### src/rtl/accel_pkg.sv
// rtl/accel_pkg.sv - shared types, field positions and saturation helper for accel_core_p
package accel_pkg;

    localparam int INSTR_W = 16;
    localparam int OP_HI   = 15;
    localparam int OP_LO   = 12;
    localparam int ARG_HI  = 11;
    localparam int ARG_LO  = 0;

    typedef enum logic [3:0] {
        OP_NOP   = 4'h0,
        OP_LOAD  = 4'h1,
        OP_STORE = 4'h2,
        OP_ADD   = 4'h3,
        OP_SUB   = 4'h4,
        OP_MUL   = 4'h5,
        OP_LDI   = 4'h6,
        OP_JMP   = 4'h7,
        OP_JZ    = 4'h8,
        OP_JNEG  = 4'h9,
        OP_MAX   = 4'hA,
        OP_CLR   = 4'hB,
        OP_HALT  = 4'hF
    } opcode_e;

    typedef enum logic [2:0] {
        S_IDLE   = 3'd0,
        S_FETCH  = 3'd1,
        S_DECODE = 3'd2,
        S_EXEC   = 3'd3,
        S_HALT   = 3'd4
    } state_e;

    // Clamp a wide signed value into the signed range of a w-bit word.
    // Callers detect overflow by comparing the result with the input.
    function automatic logic signed [63:0] sat_clamp(input logic signed [63:0] v, input int w);
        logic signed [63:0] hi;
        logic signed [63:0] lo;
        hi = (64'sd1 <<< (w - 1)) - 64'sd1;
        lo = -hi - 64'sd1;
        if (v > hi) begin
            return hi;
        end
        if (v < lo) begin
            return lo;
        end
        return v;
    endfunction

endpackage

### src/rtl/accel_alu.sv
// rtl/accel_alu.sv - combinational ADD/SUB/MUL/MAX with saturate-or-wrap and overflow flag
module accel_alu
    import accel_pkg::*;
#(
    parameter int DATA_W = 16,
    parameter bit SAT_EN = 1'b1
) (
    input  opcode_e                   op,
    input  logic signed [DATA_W-1:0]  a,
    input  logic signed [DATA_W-1:0]  b,
    output logic signed [DATA_W-1:0]  result,
    output logic                      ovf
);

    logic signed [63:0] a_w;
    logic signed [63:0] b_w;
    logic signed [63:0] full;
    logic signed [63:0] clamped;

    // Compute the exact result at 64 bits (enough for a 32x32 product), then fit it to DATA_W.
    always_comb begin
        a_w = 64'(a);
        b_w = 64'(b);
        case (op)
            OP_ADD:  full = a_w + b_w;
            OP_SUB:  full = a_w - b_w;
            OP_MUL:  full = a_w * b_w;
            OP_MAX:  full = (a_w > b_w) ? a_w : b_w;
            default: full = a_w;
        endcase
        clamped = sat_clamp(full, DATA_W);
        ovf     = (clamped != full);
        result  = SAT_EN ? clamped[DATA_W-1:0] : full[DATA_W-1:0];
    end

endmodule

### src/rtl/accel_core_p.sv
// rtl/accel_core_p.sv - parametrised accumulator machine with host load/readback and start/done handshake
module accel_core_p
    import accel_pkg::*;
#(
    parameter int DATA_W     = 16,
    parameter int DMEM_DEPTH = 32,
    parameter int IMEM_DEPTH = 64,
    parameter bit SAT_EN     = 1'b1
) (
    input  logic                          clk,
    input  logic                          rst,
    input  logic                          start,
    output logic                          busy,
    output logic                          done,
    output logic                          err,
    output logic                          ovf,
    input  logic                          prog_we,
    input  logic [$clog2(IMEM_DEPTH)-1:0] prog_addr,
    input  logic [INSTR_W-1:0]            prog_wdata,
    input  logic                          dmem_we,
    input  logic [$clog2(DMEM_DEPTH)-1:0] dmem_addr,
    input  logic [DATA_W-1:0]             dmem_wdata,
    output logic [DATA_W-1:0]             dmem_rdata,
    output logic [DATA_W-1:0]             acc_out,
    output logic [$clog2(IMEM_DEPTH)-1:0] pc_out
);

    localparam int IAW = $clog2(IMEM_DEPTH);
    localparam int DAW = $clog2(DMEM_DEPTH);

    state_e                    state;
    state_e                    state_nxt;
    logic [IAW-1:0]            pc;
    logic signed [DATA_W-1:0]  acc;
    logic signed [DATA_W-1:0]  dmem_q;
    logic signed [DATA_W-1:0]  alu_res;
    logic                      alu_ovf;
    logic [INSTR_W-1:0]        imem_q;
    logic [INSTR_W-1:0]        instr;
    logic [INSTR_W-1:0]        imem [IMEM_DEPTH];
    logic [DATA_W-1:0]         dmem [DMEM_DEPTH];
    opcode_e                   op;
    logic                      illegal;
    logic                      host_ok;
    logic                      core_store;
    logic                      dmem_wr;
    logic [DAW-1:0]            dmem_wa;
    logic [DATA_W-1:0]         dmem_wd;
    logic [IAW-1:0]            target;

    assign op      = opcode_e'(instr[OP_HI:OP_LO]);
    assign illegal = instr[OP_HI:OP_LO] inside {4'hC, 4'hD, 4'hE};
    assign target  = instr[IAW-1:0];

    // Host access is only honoured while the core is parked; reset also drops any write in flight.
    assign host_ok    = !rst && (state == S_IDLE || state == S_HALT);
    assign core_store = !rst && (state == S_EXEC) && (op == OP_STORE);
    assign dmem_wr    = core_store || (host_ok && dmem_we);
    assign dmem_wa    = core_store ? instr[DAW-1:0] : dmem_addr;
    assign dmem_wd    = core_store ? acc : dmem_wdata;

    assign acc_out = acc;
    assign pc_out  = pc;

    accel_alu #(
        .DATA_W (DATA_W),
        .SAT_EN (SAT_EN)
    ) u_alu (
        .op     (op),
        .a      (acc),
        .b      (dmem_q),
        .result (alu_res),
        .ovf    (alu_ovf)
    );

    // State register.
    always_ff @(posedge clk) begin
        if (rst) begin
            state <= S_IDLE;
        end else begin
            state <= state_nxt;
        end
    end

    // Next-state and handshake outputs; every instruction walks FETCH -> DECODE -> EXEC.
    always_comb begin
        state_nxt = state;
        busy      = 1'b0;
        done      = 1'b0;
        case (state)
            S_IDLE: begin
                if (start) state_nxt = S_FETCH;
            end
            S_FETCH: begin
                busy      = 1'b1;
                state_nxt = S_DECODE;
            end
            S_DECODE: begin
                busy      = 1'b1;
                state_nxt = S_EXEC;
            end
            S_EXEC: begin
                busy      = 1'b1;
                state_nxt = (op == OP_HALT || illegal) ? S_HALT : S_FETCH;
            end
            S_HALT: begin
                done = 1'b1;
                if (start) state_nxt = S_FETCH;
            end
            default: state_nxt = S_IDLE;
        endcase
    end

    // Architectural state: pc, accumulator and the sticky flags.
    always_ff @(posedge clk) begin
        if (rst) begin
            pc  <= '0;
            acc <= '0;
            ovf <= 1'b0;
            err <= 1'b0;
        end else begin
            case (state)
                S_IDLE, S_HALT: begin
                    if (start) begin
                        pc  <= '0;
                        acc <= '0;
                        ovf <= 1'b0;
                        err <= 1'b0;
                    end
                end
                S_EXEC: begin
                    pc <= pc + IAW'(1);
                    case (op)
                        OP_NOP, OP_STORE: ;
                        OP_LOAD: acc <= dmem_q;
                        OP_ADD, OP_SUB, OP_MUL, OP_MAX: begin
                            acc <= alu_res;
                            ovf <= ovf | alu_ovf;
                        end
                        OP_LDI:  acc <= DATA_W'($signed(instr[ARG_HI:ARG_LO]));
                        OP_JMP:  pc <= target;
                        OP_JZ:   if (acc == '0) pc <= target;
                        OP_JNEG: if (acc[DATA_W-1]) pc <= target;
                        OP_CLR:  acc <= '0;
                        OP_HALT: pc <= pc;
                        default: begin
                            pc  <= pc;
                            err <= 1'b1;
                        end
                    endcase
                end
                default: ;
            endcase
        end
    end

    // Instruction memory: host write port, synchronous read at pc during FETCH, latch in DECODE.
    always_ff @(posedge clk) begin
        if (host_ok && prog_we) begin
            imem[prog_addr] <= prog_wdata;
        end
        if (state == S_FETCH) begin
            imem_q <= imem[pc];
        end
        if (state == S_DECODE) begin
            instr <= imem_q;
        end
    end

    // Data memory: single write port shared by host and STORE; core operand read in DECODE.
    always_ff @(posedge clk) begin
        if (dmem_wr) begin
            dmem[dmem_wa] <= dmem_wd;
        end
        if (state == S_DECODE) begin
            dmem_q <= dmem[imem_q[DAW-1:0]];
        end
    end

    // Host readback register; frozen while the core runs so the host sees a stable value.
    always_ff @(posedge clk) begin
        if (rst) begin
            dmem_rdata <= '0;
        end else if (!busy) begin
            dmem_rdata <= dmem[dmem_addr];
        end
    end

endmodule

### config.mk
export PLATFORM = sky130hd
export DESIGN_NAME = accel_core_p
export DESIGN_NICKNAME = d
export VERILOG_FILES = /design/src/rtl/accel_pkg.sv /design/src/rtl/accel_alu.sv /design/src/rtl/accel_core_p.sv
export SDC_FILE = /design/constraint.sdc
export NUM_CORES = 2
export LEC_CHECK = 0
export CAP_MARGIN = 0
export CORE_ASPECT_RATIO = 0.6
export CORE_MARGIN = 1
export CORE_UTILIZATION = 45
export CTS_CLUSTER_SIZE = 16
export DETAILED_ROUTE_END_ITERATION = 10
export SLEW_MARGIN = 20
export SYNTH_ARGS = -nofsm -noshare
export SYNTH_HDL_FRONTEND = slang
export SYNTH_SLANG_ARGS = --single-unit
### constraint.sdc
create_clock -name clk -period 20.2 [get_ports clk]
set_clock_uncertainty 0.2 [all_clocks]
set_input_delay 5.05 -clock clk [delete_from_list [all_inputs] [get_ports clk]]
set_output_delay 5.05 -clock clk [all_outputs]
set_load 0.005 [all_outputs]
* Yosys cells after proc, flatten, opt, wreduce, memory -nomap -nowiden
Memories as Yosys holds them, arrays and structs flattened. A register that Yosys moved wholly into a read port is not among the register bits.
Cells that the tools add are included.
** Storage, ports and cells
- Bits in writable memories :: 1536
- Memories :: 2
- Flip-flop bits (word level) :: 43
- Output and inout port bits :: 42
- Bits of input ports :: 48
- Logic and storage cells :: 98
** Operators by class
- Eq/ne operators :: 25
- $mul :: 1
- Add/subtract/negate cells :: 3
- Muxes and demuxes :: 33
- $lt $le $gt $ge :: 3
- Reduce and logical (&&, ||, !) cells :: 24
- Bitwise operators :: 1
** Memory list
- imem :: words 64, width 16, read ports 1, clocked after memory_dff 1, wr ports 1, RTL line accel_core_p.sv:40 : logic [INSTR_W-1:0] imem [IMEM_DEPTH];
- dmem :: words 32, width 16, read ports 2, clocked after memory_dff 2, wr ports 1, RTL line accel_core_p.sv:41 : logic [DATA_W-1:0] dmem [DMEM_DEPTH];
** Operators by type and width (number)
- $mux 64 :: 5
- $pmux 64 s4 :: 1
- $gt 64x16->1 const B :: 1
- $lt 64x16->1 const B :: 1
- $ne 64x64->1 :: 1
- $pmux 16 s4 :: 1
- $eq 4x4->1 const B :: 8
- $mul 16x16->32 :: 1
- $mux 16 :: 2
- $pmux 16 s2 :: 1
- $pmux 6 s4 :: 1
- $mux 6 :: 3
- $add 16x16->17 :: 1
- $sub 16x16->17 :: 1
- $eq 4x3->1 const B :: 4
- $gt 16x16->1 :: 1
- $logic_not 16->1 :: 1
- $reduce_or 13->1 :: 1
- $mux 1 :: 12
- $pmux 3 s4 :: 1
- $pmux 6 s2 :: 1
- $reduce_and 3->1 :: 4
- $reduce_or 9->1 :: 1
- $eq 4x2->1 const B :: 2
- other kinds (23) :: 34

* Depth between registers and ports, before layout
- Depth in word-level cells :: 12
- Mapped depth :: 28
- Gate-level depth less buffers :: 25

* Modules after synthesis
Synthesis repeated with hierarchy kept, for this count alone.
** Second synthesis, totals
- Cell total of the unflattened synthesis :: 4716
- Area total of the unflattened synthesis :: 79165.9 um^2
** By module, submodules not included
- accel_core_p :: instances 1, cells an instance 3210, area each 66694.0 um^2
- accel_alu :: instances 1, cells an instance 1506, area each 12472.0 um^2

* Worst setup path before layout
OpenSTA, ideal clock, no wires.
- Kind :: input -> register
- Start point :: input port rst
- End point :: memory dmem[0][0], enable pin
- Library setup time :: 0.388 ns
- Data arrival time :: 7.313 ns
- Slack :: 12.298 ns
- Cell stages on the path :: 6
- Data required time :: 19.612 ns
- Cell sequence :: or4_1 -> nor2_1 -> clkbuf_1 -> buf_1 -> a32oi_1 -> nor2_1
** Between the ends
- Word-level cells in the longest chain between the ends :: 6
** Ends and longest elaborated chain
- start, declared :: RTL line accel_core_p.sv:11 : input logic rst,
- $logic_not 1->1 (*) :: RTL line accel_core_p.sv:56, accel_core_p.sv:57
- $logic_and 1x1->1 (on tied branches) :: RTL line accel_core_p.sv:57, accel_core_p.sv:56
- $logic_and 1x1->1 (on tied branches) :: RTL line accel_core_p.sv:57, accel_core_p.sv:58
- $logic_or 1x1->1 :: RTL line accel_core_p.sv:58 : assign dmem_wr = core_store || (host_ok && dmem_we);
- $mux 1 :: RTL line accel_core_p.sv:172 : if (dmem_wr) begin
- $mux 1 (implied by the code) :: RTL line accel_core_p.sv:173 : dmem[dmem_wa] <= dmem_wd;
- end, declared :: RTL line accel_core_p.sv:41
Mark *: on every way between the ends. The rest lies on a longest branch, timed or not.

* Worst setup path after layout
- Start point :: register dmem_q[2], read port of dmem
- End point :: register ovf
** Between the ends
- Word-level cells in the longest chain between the ends :: 12
** Ends and longest elaborated chain
- start, declared :: RTL line accel_core_p.sv:35 : logic signed [DATA_W-1:0] dmem_q;
- parallel branches: the longest is 2 deep, another holds $mul 16x16->32
- $pmux 64 s4 (*) :: RTL line accel_alu.sv:24 : case (op)
- $lt 64x16->1 :: RTL line accel_pkg.sv:44 : if (v < lo) begin
- $mux 1 (2 in series) :: RTL line accel_pkg.sv:44
- $mux 64 :: RTL line accel_pkg.sv:47 : return v;
- $mux 64 :: RTL line accel_pkg.sv:44
- $ne 64x64->1 (*) :: RTL line accel_alu.sv:32 : ovf = (clamped != full);
- $or 1x1->1 (*) :: RTL line accel_core_p.sv:138 : ovf <= ovf | alu_ovf;
- $mux 1 (*) :: RTL line accel_core_p.sv:133 : case (op)
- $pmux 1 s2 (*) :: RTL line accel_core_p.sv:122 : case (state)
- end signal, assigned :: RTL line accel_core_p.sv:138
- end, declared :: RTL line accel_core_p.sv:16 : output logic ovf,
Every way passes the cells marked *. The select of a mux whose other input is x is not followed.
A chain may end at the register's enable or synchronous reset.

==> impl_metrics.xml <==
<?xml version="1.0" encoding="UTF-8"?>
<metrics>
  <group name="global_routing">
    <metric name="maximum_number_of_pins_on_one_net_before_global_route_repair" unit="">133</metric>
    <metric name="grt_first_pass_wirelength" unit="um">316000</metric>
    <metric name="grtUsageTotal" unit="">0.251</metric>
    <metric name="antenna_found_initial" unit="">16</metric>
    <metric name="overflow" unit="">0</metric>
    <metric name="first_global_vias" unit="">42200</metric>
  </group>
  <group name="cts">
    <metric name="path_clk_slew" unit="ps">60</metric>
    <metric name="htreeDepth" unit="">4</metric>
    <metric name="post-cts-setup-buffer-count" unit="">0</metric>
    <metric name="clk_root_buffer_cell" unit="">sky130_fd_sc_hd__clkbuf_16</metric>
    <metric name="clock-sinks" unit="">1627</metric>
    <metric name="ctsLongestPathBuffers" unit="">3</metric>
    <metric name="cts_hold_buffers" unit="">0</metric>
    <metric name="numCtsBuffers" unit="">153</metric>
    <metric name="insertion_delay" unit="ps">800</metric>
    <metric name="post_cts_resized" unit="">0</metric>
    <metric name="tritoncts" unit="">built</metric>
  </group>
  <group name="yosys">
    <metric name="proportion_of_synthesized_chip_area_in_sequential_cells" unit="">0.613</metric>
    <metric name="asyncSetResetFlopFracSynth" unit="">0</metric>
    <metric name="synthesis.area_per_instance" unit="sq um">18.0</metric>
    <metric name="postSynthCellCount" unit="">4396</metric>
    <metric name="synth.cell_area" unit="sq um">78900</metric>
    <metric name="synth_enable_flop_cells" unit="">1584</metric>
    <metric name="ys_warn_count" unit="">0</metric>
    <metric name="synthFlopType" unit="">sky130_fd_sc_hd__edfxtp_1</metric>
    <metric name="ffs_latches_synth" unit="">1627</metric>
    <metric name="synth.distinct_cells" unit="">90</metric>
    <metric name="syn_nets" unit="">4824</metric>
  </group>
  <group name="worst_setup_path">
    <metric name="critPathCaptureType" unit="">register</metric>
    <metric name="critical_path_class" unit="">reg2reg</metric>
    <metric name="worstSetupStartpointType" unit="">register</metric>
    <metric name="critical_path_required" unit="ps">20650</metric>
    <metric name="critPathMaxFanout" unit="">17</metric>
    <metric name="critPathArrivalTime" unit="ps">9430</metric>
  </group>
  <group name="detailed_routing">
    <metric name="routedWlPerCell" unit="um">31.5</metric>
    <metric name="tritonroute_pass_1_iters" unit="">5</metric>
    <metric name="dr_total_vias" unit="">42700</metric>
    <metric name="final_antenna_net_count" unit="">0</metric>
    <metric name="initialDrtViolationCount" unit="">5735</metric>
    <metric name="route.detailed.drc" unit="">0</metric>
    <metric name="drt-total-wl" unit="um">218000</metric>
    <metric name="post_drt_via_cell_ratio" unit="">6.18</metric>
  </group>
  <group name="timing">
    <metric name="maxSlewViolCount" unit="">0</metric>
    <metric name="max_freq" unit="GHz">0.111</metric>
    <metric name="final-hold-violation-count" unit="">0</metric>
    <metric name="worst_pin_slew" unit="ps">1210</metric>
    <metric name="setup_repair_after_global_routing_missed_its_margin" unit="">false</metric>
    <metric name="tcrit_tclk_final" unit="">0.445</metric>
    <metric name="setup_viol_count_final" unit="">0</metric>
    <metric name="max_slew_margin" unit="">0.193</metric>
    <metric name="fin_setup_tns" unit="ps">0</metric>
    <metric name="post-route-min-period" unit="ps">8980</metric>
  </group>
  <group name="finish">
    <metric name="finish.cell_count_without_fillers" unit="">6906</metric>
    <metric name="final_layout_size_suffix_gt1_frac" unit="">0.247</metric>
    <metric name="nets" unit="">4874</metric>
    <metric name="postLayoutCoreUtil" unit="">0.505</metric>
    <metric name="area_growth_syn_to_layout" unit="%">10.9</metric>
  </group>
  <group name="floorplanning">
    <metric name="placement_rows" unit="">118</metric>
    <metric name="floorplan.initialDensity" unit="">0.455</metric>
    <metric name="die_w" unit="um">543</metric>
    <metric name="dieArea" unit="sq um">177000</metric>
    <metric name="fp.coreArea" unit="sq um">173000</metric>
    <metric name="count_of_pins_on_the_block_boundary" unit="">90</metric>
    <metric name="die_y" unit="um">326</metric>
  </group>
  <group name="power">
    <metric name="cellLeakagePower" unit="nW">28.7</metric>
    <metric name="power-per-cell-area" unit="nW/um^2">84.3</metric>
    <metric name="vdd_ir_drop_max" unit="mV">0.0857</metric>
  </group>
  <group name="placed_design">
    <metric name="detailed_place_hpwl" unit="um">141000</metric>
    <metric name="io_buffer_count" unit="">89</metric>
    <metric name="routabilityCongestion" unit="">0.890</metric>
    <metric name="post-place-cells" unit="">6631</metric>
  </group>
  <group name="outcome">
    <metric name="status" unit="">finished clean</metric>
  </group>
  <group name="min_path">
    <metric name="hold_path_class" unit="">reg2reg</metric>
  </group>
  <group name="flow_run">
    <metric name="cap_violations" unit="">0</metric>
  </group>
</metrics>
-- cells in the final DEF (no fill, tap or decap), types with 10 or more instances in the layout --
cell type,Yosys,layout
sky130_fd_sc_hd__inv_1,339,339
sky130_fd_sc_hd__nor3_1,28,28
sky130_fd_sc_hd__mux4_2,656,656
sky130_fd_sc_hd__a21o_1,18,18
sky130_fd_sc_hd__mux2i_1,28,28
sky130_fd_sc_hd__a211oi_1,33,33
sky130_fd_sc_hd__clkbuf_1,187,31
sky130_fd_sc_hd__dfxtp_1,43,39
sky130_fd_sc_hd__mux2_2,32,32
sky130_fd_sc_hd__buf_2,8,12
sky130_fd_sc_hd__clkbuf_16,0,157
sky130_fd_sc_hd__buf_4,0,75
sky130_fd_sc_hd__o221ai_1,12,12
sky130_fd_sc_hd__xnor2_1,22,22
sky130_fd_sc_hd__nor2_2,0,76
sky130_fd_sc_hd__o21ai_0,45,45
sky130_fd_sc_hd__nand2_1,185,185
sky130_fd_sc_hd__bufinv_16,0,12
sky130_fd_sc_hd__clkdlybuf4s50_1,0,68
sky130_fd_sc_hd__nor2_4,0,21
sky130_fd_sc_hd__a21oi_1,102,102
sky130_fd_sc_hd__clkinv_2,0,17
sky130_fd_sc_hd__ha_1,116,116
sky130_fd_sc_hd__nor2b_1,17,16
sky130_fd_sc_hd__edfxtp_1,1584,1584
sky130_fd_sc_hd__and2_1,103,103
sky130_fd_sc_hd__a31oi_1,15,15
sky130_fd_sc_hd__fa_1,264,264
sky130_fd_sc_hd__nor2_1,218,121
sky130_fd_sc_hd__clkinv_1,0,32
sky130_fd_sc_hd__and3_1,10,10
sky130_fd_sc_hd__nand2b_1,19,19
sky130_fd_sc_hd__nand3_1,21,21
-- critical path, cell delays in order (launching register included) --
cell	delay [ps]
sky130_fd_sc_hd__edfxtp_1	340
sky130_fd_sc_hd__buf_4	280
sky130_fd_sc_hd__inv_1	170
sky130_fd_sc_hd__nor2_1	300
sky130_fd_sc_hd__inv_1	120
sky130_fd_sc_hd__fa_1	510
sky130_fd_sc_hd__inv_1	140
sky130_fd_sc_hd__fa_1	950
sky130_fd_sc_hd__fa_1	540
sky130_fd_sc_hd__fa_1	510
sky130_fd_sc_hd__fa_1	490
sky130_fd_sc_hd__inv_1	50
sky130_fd_sc_hd__fa_1	470
sky130_fd_sc_hd__inv_1	40
sky130_fd_sc_hd__ha_1	440
sky130_fd_sc_hd__a21oi_1	280
sky130_fd_sc_hd__o21ai_2	120
sky130_fd_sc_hd__a211o_1	250
sky130_fd_sc_hd__or4_1	600
sky130_fd_sc_hd__a221oi_2	360
sky130_fd_sc_hd__mux2i_1	410
sky130_fd_sc_hd__nand2_1	150
sky130_fd_sc_hd__o311ai_4	600
sky130_fd_sc_hd__nand2_4	210
sky130_fd_sc_hd__o311a_1	330
-- metrics by stage --
stage | area (sq um) | hold WS (ps) | total power [mW] | setup WS (ps)
after floorplan | 78900 | 200 | 4.27 | 12300
after global placement | 82600 | 206 | 4.57 | 10910
after detailed placement | 82600 | 205 | 4.58 | 10920
after CTS | 87500 | 215 | 7.42 | 11220
after global routing | 87600 | 222 | 7.60 | 10790
final | 87600 | 218 | 7.38 | 11220
-- path summary, 6_finish.rpt --
check | startpoint | to | slack (ps) | depth (start not counted)
worst min-delay path | imem_q[9] | instr[9] | 220 | 0
worst min register to register | imem_q[9] | instr[9] | 220 | 0
worst max register to register | dmem_q[2] | ovf | 11220 | 24
worst max-delay path | dmem_q[2] | ovf | 11220 | 24
-- synthesized netlist by cell type, drive strengths merged, types with 5 or more instances --
cell type / number / area share
edfxtp: 1584 / 0.60
a2111o: 5 / 0.00071
mux4: 656 / 0.19
mux2: 32 / 0.0046
buf: 80 / 0.0040
a221oi: 5 / 0.00063
or2: 9 / 0.00071
a22oi: 7 / 0.00067
nor2b: 17 / 0.0013
nand3: 22 / 0.0015
o22ai: 8 / 0.00063
o21bai: 8 / 0.00076
a31oi: 15 / 0.0012
o31ai: 10 / 0.0014
inv: 339 / 0.016
and3: 10 / 0.00079
clkbuf: 187 / 0.0089
fa: 264 / 0.067
a21oi: 103 / 0.0066
o2111ai: 7 / 0.00078
nor4: 11 / 0.0011
o21ai: 55 / 0.0035
a211o: 7 / 0.00078
nand3b: 6 / 0.00057
a22o: 9 / 0.0010
o21a: 9 / 0.00086
a221o: 7 / 0.00089
nor3: 29 / 0.0019
nand4: 8 / 0.00063
xnor2: 22 / 0.0024
and2: 103 / 0.0082
mux2i: 28 / 0.0036
or4: 6 / 0.00057
a21o: 18 / 0.0017
o221ai: 12 / 0.0013
dfxtp: 43 / 0.011
a211oi: 34 / 0.0034
ha: 116 / 0.018
nor3b: 7 / 0.00073
or3b: 5 / 0.00055
o211ai: 10 / 0.0010
nand2b: 19 / 0.0015
nor2: 218 / 0.010
xor2: 9 / 0.0010
nand2: 187 / 0.0090
-- cells by family (layout without fill, tap and decap cells) --
| family | after synthesis | after routing | synth area share |
|---|---|---|---|
| flops | 1627 | 1627 | 0.613 |
| mux | 716 | 716 | 0.195 |
| simple gates | 669 | 669 | 0.0407 |
| other cells | 0 | 5 | 0 |
| xor+xnor | 31 | 31 | 0.00344 |
| fa+ha+maj | 380 | 380 | 0.0853 |
| compound gates | 367 | 367 | 0.0327 |
| buf+inv | 606 | 771 | 0.0290 |
-- sequential cells by signal, summed over array words and instances, names as in the netlist --
signal	flops
state	3
imem_q	16
imem	1024
err	1
dmem_rdata	16
instr	16
acc_out	16
dmem	512
pc_out	6
dmem_q	16
ovf	1
-- final cells by class --
cell class / instances / area, sq um
clock buffers: 190 / 4070
clock inverters: 80 / 826
flip-flops and latches: 1627 / 48400
repair buffers: 162 / 1430
inverters: 339 / 1270
fillers: 14000 / 85800
well taps: 2340 / 2930
diodes: 5 / 12.5
multi-input cells: 2163 / 28600
-- metal layers --
layer,up-vias,GRT usage,wire length (um)
li1,17400,-,-
met1,22900,0.404,99100
met2,2143,0.334,89400
met3,199,0.0787,26400
met4,0,0.0410,2860
met5,-,0,0
-- report_power, final --
part	total, mW	leakage, nW	internal, mW	switching, mW
registers	3.77	14.6	3.74	0.0339
clock network	2.87	2.37	1.59	1.28
logic	0.744	11.7	0.274	0.470
Note: power is estimated with default switching activity, not from simulation.
